`src/rtl/core_pkg.sv`:
```
// Shared definitions for the 5-stage core: widths, ALU opcodes, bypass bit
// positions and the per-instruction control bundle.
package core_pkg;

  localparam int XLEN = 32;
  localparam int OPW  = 4;

  localparam logic [OPW-1:0] ALU_ADD  = 4'h0;
  localparam logic [OPW-1:0] ALU_SUB  = 4'h1;
  localparam logic [OPW-1:0] ALU_AND  = 4'h2;
  localparam logic [OPW-1:0] ALU_OR   = 4'h3;
  localparam logic [OPW-1:0] ALU_XOR  = 4'h4;
  localparam logic [OPW-1:0] ALU_SLL  = 4'h5;
  localparam logic [OPW-1:0] ALU_SRL  = 4'h6;
  localparam logic [OPW-1:0] ALU_SRA  = 4'h7;
  localparam logic [OPW-1:0] ALU_SLT  = 4'h8;
  localparam logic [OPW-1:0] ALU_SLTU = 4'h9;

  // Bit positions inside each 2-bit bypass select.
  localparam int BP_RA = 1;
  localparam int BP_RB = 0;

  typedef struct packed {
    logic we;
    logic ld;
    logic st;
    logic br;
  } ctrl_t;

  localparam ctrl_t CTRL_BUBBLE = '{we: 1'b0, ld: 1'b0, st: 1'b0, br: 1'b0};

endpackage

```
`src/rtl/operand_fwd_mux.sv`:
```
// Resolves one source operand: x0 forces zero, then EX > MEM > WB bypass,
// falling back to the register-file read value.
module operand_fwd_mux
  import core_pkg::*;
#(
  parameter int W = XLEN
) (
  input  logic [4:0]   idx_i,
  input  logic [W-1:0] reg_val_i,
  input  logic         ex_sel_i,
  input  logic         mem_sel_i,
  input  logic         wb_sel_i,
  input  logic [W-1:0] ex_bus_i,
  input  logic [W-1:0] mem_bus_i,
  input  logic [W-1:0] wb_bus_i,
  output logic [W-1:0] val_o
);

  always_comb begin
    val_o = reg_val_i;
    if (idx_i == 5'd0)  val_o = '0;
    else if (ex_sel_i)  val_o = ex_bus_i;
    else if (mem_sel_i) val_o = mem_bus_i;
    else if (wb_sel_i)  val_o = wb_bus_i;
  end

endmodule

```
`src/rtl/id_ex_stage.sv`:
```
// ID/EX pipeline register: forwards operands, captures control, and inserts
// bubbles on load-use stall or branch flush while honouring EX back-pressure.
module id_ex_stage
  import core_pkg::*;
#(
  parameter int XLEN = core_pkg::XLEN,
  parameter int OPW  = core_pkg::OPW
) (
  input  logic            clk,
  input  logic            rst,
  input  logic            D_valid,
  input  logic [XLEN-1:0] D_pc,
  input  logic [4:0]      D_ra,
  input  logic [4:0]      D_rb,
  input  logic [4:0]      D_rd,
  input  logic [XLEN-1:0] D_ra_val,
  input  logic [XLEN-1:0] D_rb_val,
  input  logic [XLEN-1:0] D_imm,
  input  logic [OPW-1:0]  D_alu_op,
  input  logic            D_we,
  input  logic            D_ld,
  input  logic            D_st,
  input  logic            D_br,
  input  logic            stall_D,
  input  logic [1:0]      EX_D_bp,
  input  logic [1:0]      MEM_D_bp,
  input  logic [1:0]      WB_D_bp,
  input  logic [XLEN-1:0] EX_alu_out,
  input  logic [XLEN-1:0] Mem_data_mem,
  input  logic [XLEN-1:0] WB_data_mem,
  input  logic            flush,
  input  logic            hold_EX,
  output logic            EX_valid,
  output logic [XLEN-1:0] EX_pc,
  output logic [XLEN-1:0] EX_a,
  output logic [XLEN-1:0] EX_b,
  output logic [XLEN-1:0] EX_imm,
  output logic [4:0]      EX_rd,
  output logic [OPW-1:0]  EX_alu_op,
  output logic            EX_we,
  output logic            EX_ld,
  output logic            EX_st,
  output logic            EX_br,
  output logic [31:0]     bubble_cnt
);

  logic [XLEN-1:0] a_fwd, b_fwd;

  operand_fwd_mux #(.W(XLEN)) u_fwd_a (
    .idx_i(D_ra), .reg_val_i(D_ra_val),
    .ex_sel_i(EX_D_bp[BP_RA]), .mem_sel_i(MEM_D_bp[BP_RA]), .wb_sel_i(WB_D_bp[BP_RA]),
    .ex_bus_i(EX_alu_out), .mem_bus_i(Mem_data_mem), .wb_bus_i(WB_data_mem),
    .val_o(a_fwd)
  );

  operand_fwd_mux #(.W(XLEN)) u_fwd_b (
    .idx_i(D_rb), .reg_val_i(D_rb_val),
    .ex_sel_i(EX_D_bp[BP_RB]), .mem_sel_i(MEM_D_bp[BP_RB]), .wb_sel_i(WB_D_bp[BP_RB]),
    .ex_bus_i(EX_alu_out), .mem_bus_i(Mem_data_mem), .wb_bus_i(WB_data_mem),
    .val_o(b_fwd)
  );

  // Flush overrides hold; a stall only bubbles when EX is free to advance.
  logic load_en, bubble, stall_bubble;
  assign load_en      = flush | ~hold_EX;
  assign stall_bubble = ~flush & ~hold_EX & stall_D;
  assign bubble       = flush | stall_bubble;

  logic            valid_q, valid_d;
  logic [XLEN-1:0] pc_q, pc_d, a_q, a_d, b_q, b_d, imm_q, imm_d;
  logic [4:0]      rd_q, rd_d;
  logic [OPW-1:0]  alu_op_q, alu_op_d;
  ctrl_t           ctrl_q, ctrl_d;
  logic [31:0]     bubble_cnt_q, bubble_cnt_d;

  always_comb begin
    valid_d  = 1'b0;
    pc_d     = '0;
    a_d      = '0;
    b_d      = '0;
    imm_d    = '0;
    rd_d     = '0;
    alu_op_d = '0;
    ctrl_d   = CTRL_BUBBLE;
    if (!bubble) begin
      valid_d  = D_valid;
      pc_d     = D_pc;
      a_d      = a_fwd;
      b_d      = b_fwd;
      imm_d    = D_imm;
      rd_d     = D_rd;
      alu_op_d = D_alu_op;
      ctrl_d   = '{we: D_we & D_valid, ld: D_ld & D_valid,
                   st: D_st & D_valid, br: D_br & D_valid};
    end
    bubble_cnt_d = bubble_cnt_q;
    if (stall_bubble && bubble_cnt_q != 32'hFFFF_FFFF) bubble_cnt_d = bubble_cnt_q + 32'd1;
  end

  always_ff @(posedge clk or posedge rst) begin
    if (rst) begin
      valid_q      <= 1'b0;
      pc_q         <= '0;
      a_q          <= '0;
      b_q          <= '0;
      imm_q        <= '0;
      rd_q         <= '0;
      alu_op_q     <= '0;
      ctrl_q       <= CTRL_BUBBLE;
      bubble_cnt_q <= '0;
    end else begin
      if (load_en) begin
        valid_q  <= valid_d;
        pc_q     <= pc_d;
        a_q      <= a_d;
        b_q      <= b_d;
        imm_q    <= imm_d;
        rd_q     <= rd_d;
        alu_op_q <= alu_op_d;
        ctrl_q   <= ctrl_d;
      end
      bubble_cnt_q <= bubble_cnt_d;
    end
  end

  assign EX_valid   = valid_q;
  assign EX_pc      = pc_q;
  assign EX_a       = a_q;
  assign EX_b       = b_q;
  assign EX_imm     = imm_q;
  assign EX_rd      = rd_q;
  assign EX_alu_op  = alu_op_q;
  assign EX_we      = ctrl_q.we;
  assign EX_ld      = ctrl_q.ld;
  assign EX_st      = ctrl_q.st;
  assign EX_br      = ctrl_q.br;
  assign bubble_cnt = bubble_cnt_q;

endmodule

```
`config.mk`:
```
export PLATFORM = sky130hd
export DESIGN_NAME = id_ex_stage
export DESIGN_NICKNAME = d
export VERILOG_FILES = /design/src/rtl/core_pkg.sv /design/src/rtl/operand_fwd_mux.sv /design/src/rtl/id_ex_stage.sv
export SDC_FILE = /design/constraint.sdc
export NUM_CORES = 1
export LEC_CHECK = 0
export CORE_AREA = 8 8 164 166
export CTS_CLUSTER_DIAMETER = 120
export CTS_CLUSTER_SIZE = 12
export DETAILED_ROUTE_END_ITERATION = 8
export DIE_AREA = 0 0 172 174
export PLACE_DENSITY = 0.79
export SLEW_MARGIN = 30
export SYNTH_ARGS = -nofsm -noshare
export SYNTH_HDL_FRONTEND = slang
export SYNTH_SLANG_ARGS = --single-unit
```
`constraint.sdc`:
```
create_clock -name clk -period 11.1 [get_ports clk]
set_input_delay 2.22 -clock clk [delete_from_list [all_inputs] [get_ports clk]]
set_output_delay 2.22 -clock clk [all_outputs]
set_load 0.02 [all_outputs]
```
==> out/qor.txt, run 1 <==
STA
-----------------------------------------------------------------------------------------------
Final TNS setup                                                                            0 ps
Relative slew slack                                                                       35.2%
Number of hold violations in the final report                                                 0
Final-report setup violation count                                                            0
Highest clock frequency the design can meet                                           0.236 GHz
Largest clock skew in the final design                                                  9.01 ps
Share of the clock period used by the worst path after layout                             38.2%
Setup repair after global routing missed its margin                                       false
Post-layout minimum cycle time                                                          4240 ps
Final-report max-slew violation count                                                         0
Actual transition at the worst max-transition pin                                        972 ps

GRT
-----------------------------------------------------------------------------------------------
Pin count of the biggest net entering global routing                                         90
Global-route wire length before repair                                                 48900 um
Via count of the first global-routing pass                                                 8308
Remaining Overflow, GRT                                                                       0
GRT Util Overall                                                                          21.1%
Antenna violations before repair                                                              4

DETAILED ROUTING
-----------------------------------------------------------------------------------------------
Post-DR vias/cell                                                                          5.16
Drt wl/cell                                                                             21.0 um
Number of nets with antenna violations after routing                                          0
Final Routed Wirelength                                                                32700 um
Vias post-DR                                                                               8031
Violation count after the first detailed-route iteration                                    417
First drt pass iteration count                                                                5
DRC violations left                                                                           0

CTS
-----------------------------------------------------------------------------------------------
Insertion delay of the later-clocked pin in the worst-skew pair                          420 ps
H-Tree Level Count                                                                            4
Num Clock Sinks                                                                             174
Clock input transition at the sequential cells of the worst setup and hold paths          70 ps
Cts bufs inserted                                                                            17
Number of buffers on the longest clock path                                                   2
Number of hold buffers added after CTS                                                        0
TritonCTS clock tree                                                                        yes
Post CTS Setup Buffer Count                                                                   0
Resized Gates After CTS                                                                       0
CTS Root Buffer Type                                                                  clkbuf_16

WORST SETUP PATH
-----------------------------------------------------------------------------------------------
Peak fanout along the critical path                                                          80
Cells on worst reg2reg path                                                                   6
Start of the worst register-to-register path                                       bubble_cnt[1]$_DFFE_PP0P_
Critical Setup Path Class                                                             in -> reg
Required time of the worst setup path                                                  11460 ps
Kind of launch point of the worst setup path                                         input port
FF-to-FF setup slack                                                                    9070 ps
Endpoint of the lowest-slack register-to-register path                             bubble_cnt[1]$_DFFE_PP0P_
Capturing element type of the critical path                                                flop
Arrival time at the worst endpoint                                                      4600 ps

FINAL LAYOUT
-----------------------------------------------------------------------------------------------
Layout cell share with drive strength beyond 1                                            4.73%
Layout net count                                                                           1472
Leading cell types in the layout, fill and taps excluded                           clkdlybuf4s50_1 (426), dfrtp_1 (174), a22o_1 (138)
Final-layout fill cell count                                                               2192
Final core utilization                                                                    55.4%
Most common cell after layout, fill and taps aside                                 clkdlybuf4s50_1
Area delta synth->final                                                                   60.4%

YOSYS
-----------------------------------------------------------------------------------------------
Synth Net Count                                                                            1082
Count of warnings emitted by yosys                                                            0
Avg Cell Area, Syn                                                                     10.3 um2
Register area share after synthesis                                                       51.4%
Post-synthesis cell count                                                                   822
Syn Std Cell Area                                                                      8460 um2
Number of storage elements in the synthesis netlist                                         174
Count of distinct cell types in the synthesized netlist                                      36

MIN PATH
-----------------------------------------------------------------------------------------------
Beginning of the worst hold path                                                   EX_br$_DFFE_PP0P_
Hold endpoint                                                                      EX_br$_DFFE_PP0P_
Worst hold path class                                                                reg -> reg
Worst hold path stage count                                                                   1

POWER AND IR DROP
-----------------------------------------------------------------------------------------------
Total power                                                                             1.63 mW
Cell area power density                                                              120 nW/um2
Peak supply drop                                                                      0.0784 mV
Leakage power summed over all cells                                                     5.94 nW

FLOORPLAN
-----------------------------------------------------------------------------------------------
I/O pins                                                                                    433
Placeable core area                                                                   24500 um2
Die height                                                                               174 um
Initial core utilization                                                                  34.5%
Row count                                                                                    58
Die Wd                                                                                   172 um
Full die area                                                                         29900 um2

PLACED DESIGN
-----------------------------------------------------------------------------------------------
IO buf count                                                                                432
Final weighted congestion in routability-driven placement                                 0.854
Half-perimeter wire length of the detailed placement result                            25200 um

RUN
-----------------------------------------------------------------------------------------------
Max-cap violations                                                                            0

OUTCOME
-----------------------------------------------------------------------------------------------
Result of the run                                                                     completed

[flip-flops by register name (all words and copies together), names as in the netlist]
name and cells:
EX_we 1, EX_valid 1, EX_alu_op 4, EX_imm 32
EX_ld 1, EX_a 32, EX_st 1, EX_pc 32
EX_rd 5, EX_br 1, bubble_cnt 32, EX_b 32
[cell usage after synthesis]
master    count  area share (%)
dfrtp_1     174              51
a22o_1      138              14
nand2_1      77             3.4
nor2_1       77             3.4
a21oi_1      64             3.8
mux2i_1      64             7.6
o21ai_0      64             3.8
clkbuf_1     44             2.0
xnor2_1      18             1.9
nand3_1      13            0.77
nand4_1      13            0.96
xor2_1       13             1.3
buf_2        12            0.71
buf_1        10            0.44
nor3_1        5            0.30
a32o_1        4            0.47
and4_1        4            0.41
and3_1        3            0.22
nor4_1        3            0.22
o21a_1        3            0.27
nand4_4       2            0.50
nor3b_1       2            0.18
or4_1         2            0.18
a31oi_2       1            0.15
and2_2        1           0.089
and2_4        1            0.10
and3_2        1           0.089
buf_4         1           0.089
buf_6         1            0.13
ha_1          1            0.15
inv_1         1           0.044
mux2_2        1            0.13
nand3_2       1            0.12
nor2b_1       1           0.074
nor4_4        1            0.25
or3b_2        1            0.10
[logic make-up (layout without fill, tap and decap cells)]
family	count (synthesis)	count (layout)	synth area share, %
compound gates	274	274	22.7
simple gates	208	208	11.4
flops	174	174	51.4
buf+inv	69	472	3.37
mux	65	65	7.70
xor+xnor	31	31	3.21
fa+ha+maj	1	1	0.148
other cells	0	2	0
[area by class of cell]
type / count / area (um2) / share of cell area (%)
sequential: 174 / 4350 / 32.1
clock buffer: 17 / 425 / 3.13
clock inverter: 15 / 171 / 1.26
multi-input combinational: 579 / 3840 / 28.3
antenna: 2 / 5.00 / 0.0369
tap: 330 / 413 / 3.04
timing repair buffer: 439 / 4360 / 32.1
inverter: 1 / 8.76 / 0.0645
[critical path, stage by stage]
cell and delay, ps:
clkdlybuf4s50_1 500, nor3_2 210, buf_4 690, o21a_1 390, buf_4 370, a22o_1 190
[worst max path at each step]
stage	start	to	cells after the start
3_3_place_gp	hold_EX	EX_a[2]$_DFFE_PP0P_	6
4_1_cts	hold_EX	EX_a[0]$_DFFE_PP0P_	6
3_5_place_dp	hold_EX	EX_a[3]$_DFFE_PP0P_	6
2_1_floorplan	rst	EX_a[0]$_DFFE_PP0P_	1
5_1_grt	hold_EX	EX_a[6]$_DFFE_PP0P_	6
6_report	hold_EX	EX_a[0]$_DFFE_PP0P_	6
[through the flow]
step | hold slack [ps] | area (um2) | setup WS (ps) | instances
after floorplan | 589 | 8460 | 4160 | 822
after global placement | 476 | 13000 | 6460 | 1523
after detailed placement | 482 | 13000 | 6410 | 1523
after CTS | 497 | 13600 | 6860 | 1555
after global routing | 522 | 13600 | 6730 | 1556
final | 493 | 13600 | 6860 | 1557
[where the power goes]
part | total (mW) | leakage (nW) | internal (mW) | switching (mW)
sequential | 0.687 | 2.38 | 0.661 | 0.0257
clock | 0.601 | 0.288 | 0.304 | 0.296
combinational | 0.338 | 3.27 | 0.177 | 0.161
total | 1.63 | 5.94 | 1.14 | 0.483
[per-layer routing]
| metal | wire length, um | track usage (%) | share of wire [%] | up-vias |
|---|---|---|---|---|
| met1 | 12300 | 23.9 | 38 | 3805 |
| li1 | - | - | - | 3783 |
| met3 | 3370 | 7.94 | 10 | 65 |
| met5 | 27 | 0 | 0.083 | - |
| met4 | 1080 | 8.30 | 3.3 | 4 |
| met2 | 15900 | 35.1 | 49 | 374 |
Power figures use the tool's default switching activity.
==> run 2: changes to the inputs <==
==> constraint.sdc (replaced) <==
create_clock -name clk -period 4.3 [get_ports clk]
set_input_delay 0.86 -clock clk [delete_from_list [all_inputs] [get_ports clk]]
set_output_delay 0.86 -clock clk [all_outputs]
set_load 0.02 [all_outputs]
==> run 2 against run 1 <==
Flip-flop and latch count is the same; largest power group unchanged; worst setup slack lost 5300 ps; total power grew to 2.6 times the previous value; first-iteration DRC count rose by 23%; sequential power grew to 2.6 times the previous value; register-to-register slack got worse by 6800 ps; via count rose by 0.21%; highest routed layer unchanged; clock skew down 2.6 ps; hold slack better by 3.2 ps; non-clock buffer count rose by 4; sequential share of layout area is 0.25 points lower.
==> out/qor.txt, run 2 (synthesis results as in run 1) <==
OUTCOME
-----------------------------------------------------------------------------------------------
Result of the run                                                                     completed

PLACED DESIGN
-----------------------------------------------------------------------------------------------
Total placed cells including tap cells                                                     1525   +0.13%
IO buf count                                                                                432   unchanged
Half-perimeter wire length of the detailed placement result                            24800 um   -1.4%
Final weighted congestion in routability-driven placement                                 0.875   +2.5%

FINAL LAYOUT
-----------------------------------------------------------------------------------------------
Layout net count                                                                           1476   +0.27%
Area delta synth->final                                                                   61.6%
Final cell count without fillers                                                           1561   +0.26%
Layout cell share with drive strength beyond 1                                            5.04%   +0.31 points
Leading cell types in the layout, fill and taps excluded                           clkdlybuf4s50_1 (426), dfrtp_1 (174), a22o_1 (138)
Most common cell after layout, fill and taps aside                                 clkdlybuf4s50_1

DETAILED ROUTING
-----------------------------------------------------------------------------------------------
Violation count after the first detailed-route iteration                                    512   +23%
First drt pass iteration count                                                                5   unchanged
Drt wl/cell                                                                             20.7 um   -1.4%
Final Routed Wirelength                                                                32300 um   -1.2%
Number of nets with antenna violations after routing                                          0   unchanged
DRC violations left                                                                           0   unchanged
Vias post-DR                                                                               8048   +0.21%
Post-DR vias/cell                                                                          5.16   about the same

STA
-----------------------------------------------------------------------------------------------
Final-report max-slew violation count                                                         0   unchanged
Share of the clock period used by the worst path after layout                             64.2%
Relative slew slack                                                                       52.9%   +18 points
Number of hold violations in the final report                                                 0   unchanged
Actual transition at the worst max-transition pin                                        705 ps   -268 ps
Largest clock skew in the final design                                                  6.45 ps   -2.57 ps
Highest clock frequency the design can meet                                           0.362 GHz
Setup repair after global routing missed its margin                                       false
Final-report setup violation count                                                            0   unchanged
Final TNS setup                                                                            0 ps   unchanged
Post-layout minimum cycle time                                                          2760 ps

GRT
-----------------------------------------------------------------------------------------------
Remaining Overflow, GRT                                                                       0   unchanged
Antenna violations before repair                                                              3   -1
Via count of the first global-routing pass                                                 8303   -0.060%
Global-route wire length before repair                                                 48300 um   -1.2%
GRT Util Overall                                                                          20.7%   -0.41 points
Pin count of the biggest net entering global routing                                        175   +94%

POWER AND IR DROP
-----------------------------------------------------------------------------------------------
Leakage power summed over all cells                                                     5.99 nW   +0.79%
Peak supply drop                                                                       0.238 mV   +200%
Cell area power density                                                              310 nW/um2   +160%

MIN PATH
-----------------------------------------------------------------------------------------------
Worst hold path class                                                                reg -> reg

FLOORPLAN
-----------------------------------------------------------------------------------------------
Row count                                                                                    58   unchanged
Die height                                                                               174 um   unchanged
Initial core utilization                                                                  34.5%   unchanged
Placeable core area                                                                   24500 um2   unchanged
Full die area                                                                         29900 um2   unchanged
I/O pins                                                                                    433   unchanged
Die Wd                                                                                   172 um   unchanged

WORST SETUP PATH
-----------------------------------------------------------------------------------------------
Peak fanout along the critical path                                                          12   -85%
Capturing element type of the critical path                                                flop
Required time of the worst setup path                                                   4600 ps   -6860 ps
Critical Setup Path Class                                                             in -> reg
Arrival time at the worst endpoint                                                      3060 ps   -1540 ps
Kind of launch point of the worst setup path                                         input port

CTS
-----------------------------------------------------------------------------------------------
Cts bufs inserted                                                                            17   unchanged
H-Tree Level Count                                                                            4   unchanged
TritonCTS clock tree                                                                        yes
Number of hold buffers added after CTS                                                        0   unchanged
Num Clock Sinks                                                                             174   unchanged
Number of buffers on the longest clock path                                                   2   unchanged
Resized Gates After CTS                                                                       0   unchanged
CTS Root Buffer Type                                                                  clkbuf_16
Clock input transition at the sequential cells of the worst setup and hold paths          70 ps   about the same
Post CTS Setup Buffer Count                                                                   0   unchanged
Insertion delay of the later-clocked pin in the worst-skew pair                          420 ps   about the same

RUN
-----------------------------------------------------------------------------------------------
Max-cap violations                                                                            0   unchanged

## run 2: changes by cell type in the layout (fill, tap and decap cells not counted)
| cell | before | now |
|---|---|---|
| clkinv_8 | 4 | 3 |
| buf_4 | 13 | 11 |
| inv_8 | 3 | 2 |
| buf_16 | 0 | 2 |
| buf_2 | 0 | 2 |
| bufinv_16 | 0 | 1 |
| buf_12 | 0 | 2 |
| inv_6 | 4 | 6 |
| clkinv_2 | 1 | 0 |
## run 2: worst max-delay path, stage by stage
cell and delay, ps:
clkdlybuf4s50_1 510, nor3b_1 630, nand3_1 170, a31oi_2 510, nand4_1 210, xnor2_1 170
## run 2: final timing paths
kind | from | to | slack [ps] | depth (start not counted)
setup / recovery | flush | bubble_cnt[16]$_DFFE_PP0P_ | 1540 | 6
setup reg to reg | bubble_cnt[12]$_DFFE_PP0P_ | bubble_cnt[1]$_DFFE_PP0P_ | 2240 | 5
max in group asynchronous | rst | EX_imm[20]$_DFFE_PP0P_ | 2600 | 4
min in group asynchronous | rst | bubble_cnt[30]$_DFFE_PP0P_ | 870 | 3
hold reg to reg | bubble_cnt[6]$_DFFE_PP0P_ | bubble_cnt[6]$_DFFE_PP0P_ | 500 | 1
hold / removal | bubble_cnt[6]$_DFFE_PP0P_ | bubble_cnt[6]$_DFFE_PP0P_ | 500 | 1
## run 2: final cells by class
cell class                 count  area, um2
tap                          330        413
clock inverter                15        188
fill                        2156      10800
inverter                       1       7.51
antenna                        2       5.00
timing repair buffer         443       4450
clock buffer                  17        425
multi-input combinational    579       3840
sequential                   174       4350
## run 2: metal layers
metal	routed length [um]	vias to the layer above	track usage, %
li1	-	3810	-
met1	12200	3843	22.9
met2	16100	355	36.0
met3	3270	38	7.62
met4	765	2	6.22
met5	13	-	0
## run 2: where the power goes
group	switching, mW	internal (mW)
clock network	0.754	0.843
logic	0.416	0.463
registers	0.0616	1.71
## run 2: through the flow
| step | area [um2] | util [%] | worst slack (ps) | power, mW | hold WS [ps] |
|---|---|---|---|---|---|
| final | 13700 | 55.8 | 1540 | 4.24 | 496 |
| after detailed placement | 13000 | 53.0 | 1110 | 2.68 | 487 |
| after CTS | 13600 | 55.5 | 1560 | 4.28 | 501 |
| after global routing | 13700 | 55.8 | 1400 | 4.43 | 520 |
| after global placement | 13000 | 53.0 | 1200 | 2.66 | 473 |
| after floorplan | 8470 | - | 1220 | 2.17 | 589 |
==> run 3: changes to the inputs <==
--- a/config.mk
+++ b/config.mk
@@ -5,12 +5,12 @@
 export SDC_FILE = /design/constraint.sdc
 export NUM_CORES = 1
 export LEC_CHECK = 0
-export CORE_AREA = 8 8 164 166
+export CORE_AREA = 8 8 161 163
 export CTS_CLUSTER_DIAMETER = 120
 export CTS_CLUSTER_SIZE = 12
 export DETAILED_ROUTE_END_ITERATION = 8
-export DIE_AREA = 0 0 172 174
-export PLACE_DENSITY = 0.79
+export DIE_AREA = 0 0 169 171
+export PLACE_DENSITY = 0.84
 export SLEW_MARGIN = 30
 export SYNTH_ARGS = -nofsm -noshare
 export SYNTH_HDL_FRONTEND = slang
==> constraint.sdc (replaced) <==
create_clock -name clk -period 2.5 [get_ports clk]
set_input_delay 0.5 -clock clk [delete_from_list [all_inputs] [get_ports clk]]
set_output_delay 0.5 -clock clk [all_outputs]
set_load 0.02 [all_outputs]
==> run 3 against run 2 <==
Flip-flop and latch count did not move; core utilization is 3.9 points higher; first-iteration DRC count is 12% higher; final area rose by 1.4%; total power up 72%; sequential share of layout area fell by 0.44 points; non-clock buffer count grew 14; register-to-register slack worse by 1800 ps; routed wire length rose by 3.4%; critical path depth down 5; critical path type is now reg -> out; critical endpoint is now bubble_cnt[8]; largest cell class unchanged.
==> out/qor.txt, run 3 (synthesis results as in run 1) <==
OUTCOME
-----------------------------------------------------------------------------------------------
Result of the run                                                                     completed

WORST SETUP PATH
-----------------------------------------------------------------------------------------------
Critical Setup Path Class                                                            reg -> out
Cell type of the slowest stage on the worst timing path                            clkdlybuf4s50_1
Endpoint of the lowest-slack register-to-register path                             bubble_cnt[1]$_DFFE_PP0P_
FF-to-FF setup slack                                                                     450 ps   -1790 ps
Ordered list of cells on the worst path                                            clkdlybuf4s50_1
Cells on worst reg2reg path                                                                   6   +1
Start of the worst register-to-register path                                       bubble_cnt[1]$_DFFE_PP0P_
Capturing element type of the critical path                                        primary output
Arrival time at the worst endpoint                                                      1590 ps   -1470 ps
CP max stage delay                                                                       680 ps   +50 ps
Peak fanout along the critical path                                                           6   -6
Kind of launch point of the worst setup path                                               flop
Family with the most delay on the worst path                                       buffers and inverters
Required time of the worst setup path                                                   2000 ps   -2600 ps
Buffers & Inverters on Critical Path                                                          1   unchanged

STA
-----------------------------------------------------------------------------------------------
Final TNS setup                                                                            0 ps   unchanged
Least setup slack across all paths after layout                                          413 ps   -1130 ps
Largest clock skew in the final design                                                  12.2 ps   +5.71 ps
Setup repair after global routing missed its margin                                       false
Final-report max-slew violation count                                                         0   unchanged
Share of the clock period used by the worst path after layout                             83.5%
Post-layout minimum cycle time                                                          2090 ps
Highest clock frequency the design can meet                                           0.479 GHz
Actual transition at the worst max-transition pin                                        561 ps   -144 ps
Number of hold violations in the final report                                                 0   unchanged
Final-report setup violation count                                                            0   unchanged
Relative slew slack                                                                       62.6%   +9.7 points

GRT
-----------------------------------------------------------------------------------------------
Via count of the first global-routing pass                                                 8504   +2.4%
GRT Util Overall                                                                          22.1%   +1.5 points
Antenna violations before repair                                                              3   unchanged
Remaining Overflow, GRT                                                                       0   unchanged
Pin count of the biggest net entering global routing                                         95   -46%
Global-route wire length before repair                                                 49800 um   +3.1%

CTS
-----------------------------------------------------------------------------------------------
CTS Root Buffer Type                                                                  clkbuf_16
Cts bufs inserted                                                                            17   unchanged
H-Tree Level Count                                                                            4   unchanged
Clock input transition at the sequential cells of the worst setup and hold paths          70 ps   about the same
Number of hold buffers added after CTS                                                        0   unchanged
TritonCTS clock tree                                                                        yes
Resized Gates After CTS                                                                       0   unchanged
Insertion delay of the later-clocked pin in the worst-skew pair                          420 ps   about the same
Post CTS Setup Buffer Count                                                                   0   unchanged
Number of buffers on the longest clock path                                                   2   unchanged
Num Clock Sinks                                                                             174   unchanged

DETAILED ROUTING
-----------------------------------------------------------------------------------------------
DRC violations left                                                                           0   unchanged
Number of nets with antenna violations after routing                                          0   unchanged
First drt pass iteration count                                                                5   unchanged
Violation count after the first detailed-route iteration                                    571   +12%
Post-DR vias/cell                                                                          5.29   +2.6%
Vias post-DR                                                                               8276   +2.8%
Final Routed Wirelength                                                                33400 um   +3.4%
Drt wl/cell                                                                             21.4 um   +3.2%

POWER AND IR DROP
-----------------------------------------------------------------------------------------------
Internal portion of total power                                                         5.22 mW   +73%
Switching fraction of total power                                                         28.6%   -0.43 points
Leakage power summed over all cells                                                     6.09 nW   +1.6%
Total power                                                                             7.31 mW   +72%
Part of the power in the clock network                                                    37.2%   -0.4 points
Switching pwr                                                                           2.09 mW   +70%
Combinational share of power                                                              21.1%   +0.4 points
Cell area power density                                                              527 nW/um2   +70%
Share of total power in sequential cells                                                  41.7%   about the same
Peak supply drop                                                                       0.411 mV   +73%

FINAL LAYOUT
-----------------------------------------------------------------------------------------------
Layout cell share with drive strength beyond 1                                            6.11%   +1.1 points
Leading cell types in the layout, fill and taps excluded                           clkdlybuf4s50_1 (426), dfrtp_1 (174), a22o_1 (138)
Final instance area                                                                   13900 um2   +1.4%
Layout net count                                                                           1490   +0.95%
Area delta synth->final                                                                   63.9%
Most common cell after layout, fill and taps aside                                 clkdlybuf4s50_1

MIN PATH
-----------------------------------------------------------------------------------------------
Worst hold path class                                                               in -> async

RUN
-----------------------------------------------------------------------------------------------
Max-cap violations                                                                            0   unchanged

PLACED DESIGN
-----------------------------------------------------------------------------------------------
Final weighted congestion in routability-driven placement                                 0.898   +2.6%
Place WS                                                                                45.5 ps   -1060 ps
Half-perimeter wire length of the detailed placement result                            25600 um   +3.0%
Instance area at placement                                                            13300 um2   +2.0%
IO buf count                                                                                432   unchanged

FLOORPLAN
-----------------------------------------------------------------------------------------------
I/O pins                                                                                    433   unchanged
Die Wd                                                                                   169 um   -1.7%
Full die area                                                                         28900 um2   -3.4%
Placeable core area                                                                   23300 um2   -5.2%
Initial core utilization                                                                  36.4%   +1.9 points
Die height                                                                               171 um   -1.7%
Row count                                                                                    56   -3.4%

## run 3: cell types whose count changed in the layout (fill, tap and decap cells not counted), sizes merged
cell      change
buf          +14
clkbuf        +1
clkinv        +2
clkinvlp      +1
inv           -4
## run 3: power by group through the flow
| stage | Sequential [mW] | Combinational, mW | Clock (mW) |
|---|---|---|---|
| finish | 3.05 | 1.54 | 2.72 |
| detailed placement | 3.10 | 1.55 | 0 |
| CTS | 3.05 | 1.55 | 2.81 |
| global placement | 3.09 | 1.52 | 0 |
| global route | 3.06 | 1.65 | 2.94 |
| floorplan | 3.23 | 0.500 | 0 |
## run 3: final cells by class
class | instances | area, um2
fill | 1987 | 9390
timing repair buffer | 457 | 4660
sequential | 174 | 4350
multi-input combinational | 579 | 3840
clock buffer | 18 | 439
tap | 319 | 399
clock inverter | 14 | 173
inverter | 1 | 7.51
antenna | 2 | 5.00
## run 3: worst max-delay path by stage
stage                                          from                    endpoint  depth (start not counted)  slack (ps)
after global placement                      stall_D  bubble_cnt[31]$_DFFE_PP0P_                          6         100
after global routing      bubble_cnt[1]$_DFFE_PP0P_   bubble_cnt[1]$_DFFE_PP0P_                          6         280
after floorplan                                 rst         EX_a[0]$_DFFE_PP0P_                          1        -220
after detailed placement                    stall_D  bubble_cnt[31]$_DFFE_PP0P_                          6          50
final                     bubble_cnt[8]$_DFFE_PP0P_               bubble_cnt[8]                          1         410
after CTS                 bubble_cnt[8]$_DFFE_PP0P_               bubble_cnt[8]                          1         390
## run 3: through the flow
| step | hold WS, ps | util (%) | instances |
|---|---|---|---|
| final | 325 | 59.6 | 1564 |
| after global routing | 316 | 59.6 | 1564 |
| after CTS | 295 | 59.6 | 1562 |
| after detailed placement | 482 | 57.0 | 1530 |
| after global placement | 476 | 57.0 | 1530 |
| after floorplan | 589 | - | 822 |
## run 3: routing by layer
metal / track usage (%) / routed length, um
met1: 24.6 / 12600
met2: 38.5 / 16700
met3: 8.50 / 3290
met4: 7.20 / 740
met5: 0 / 13
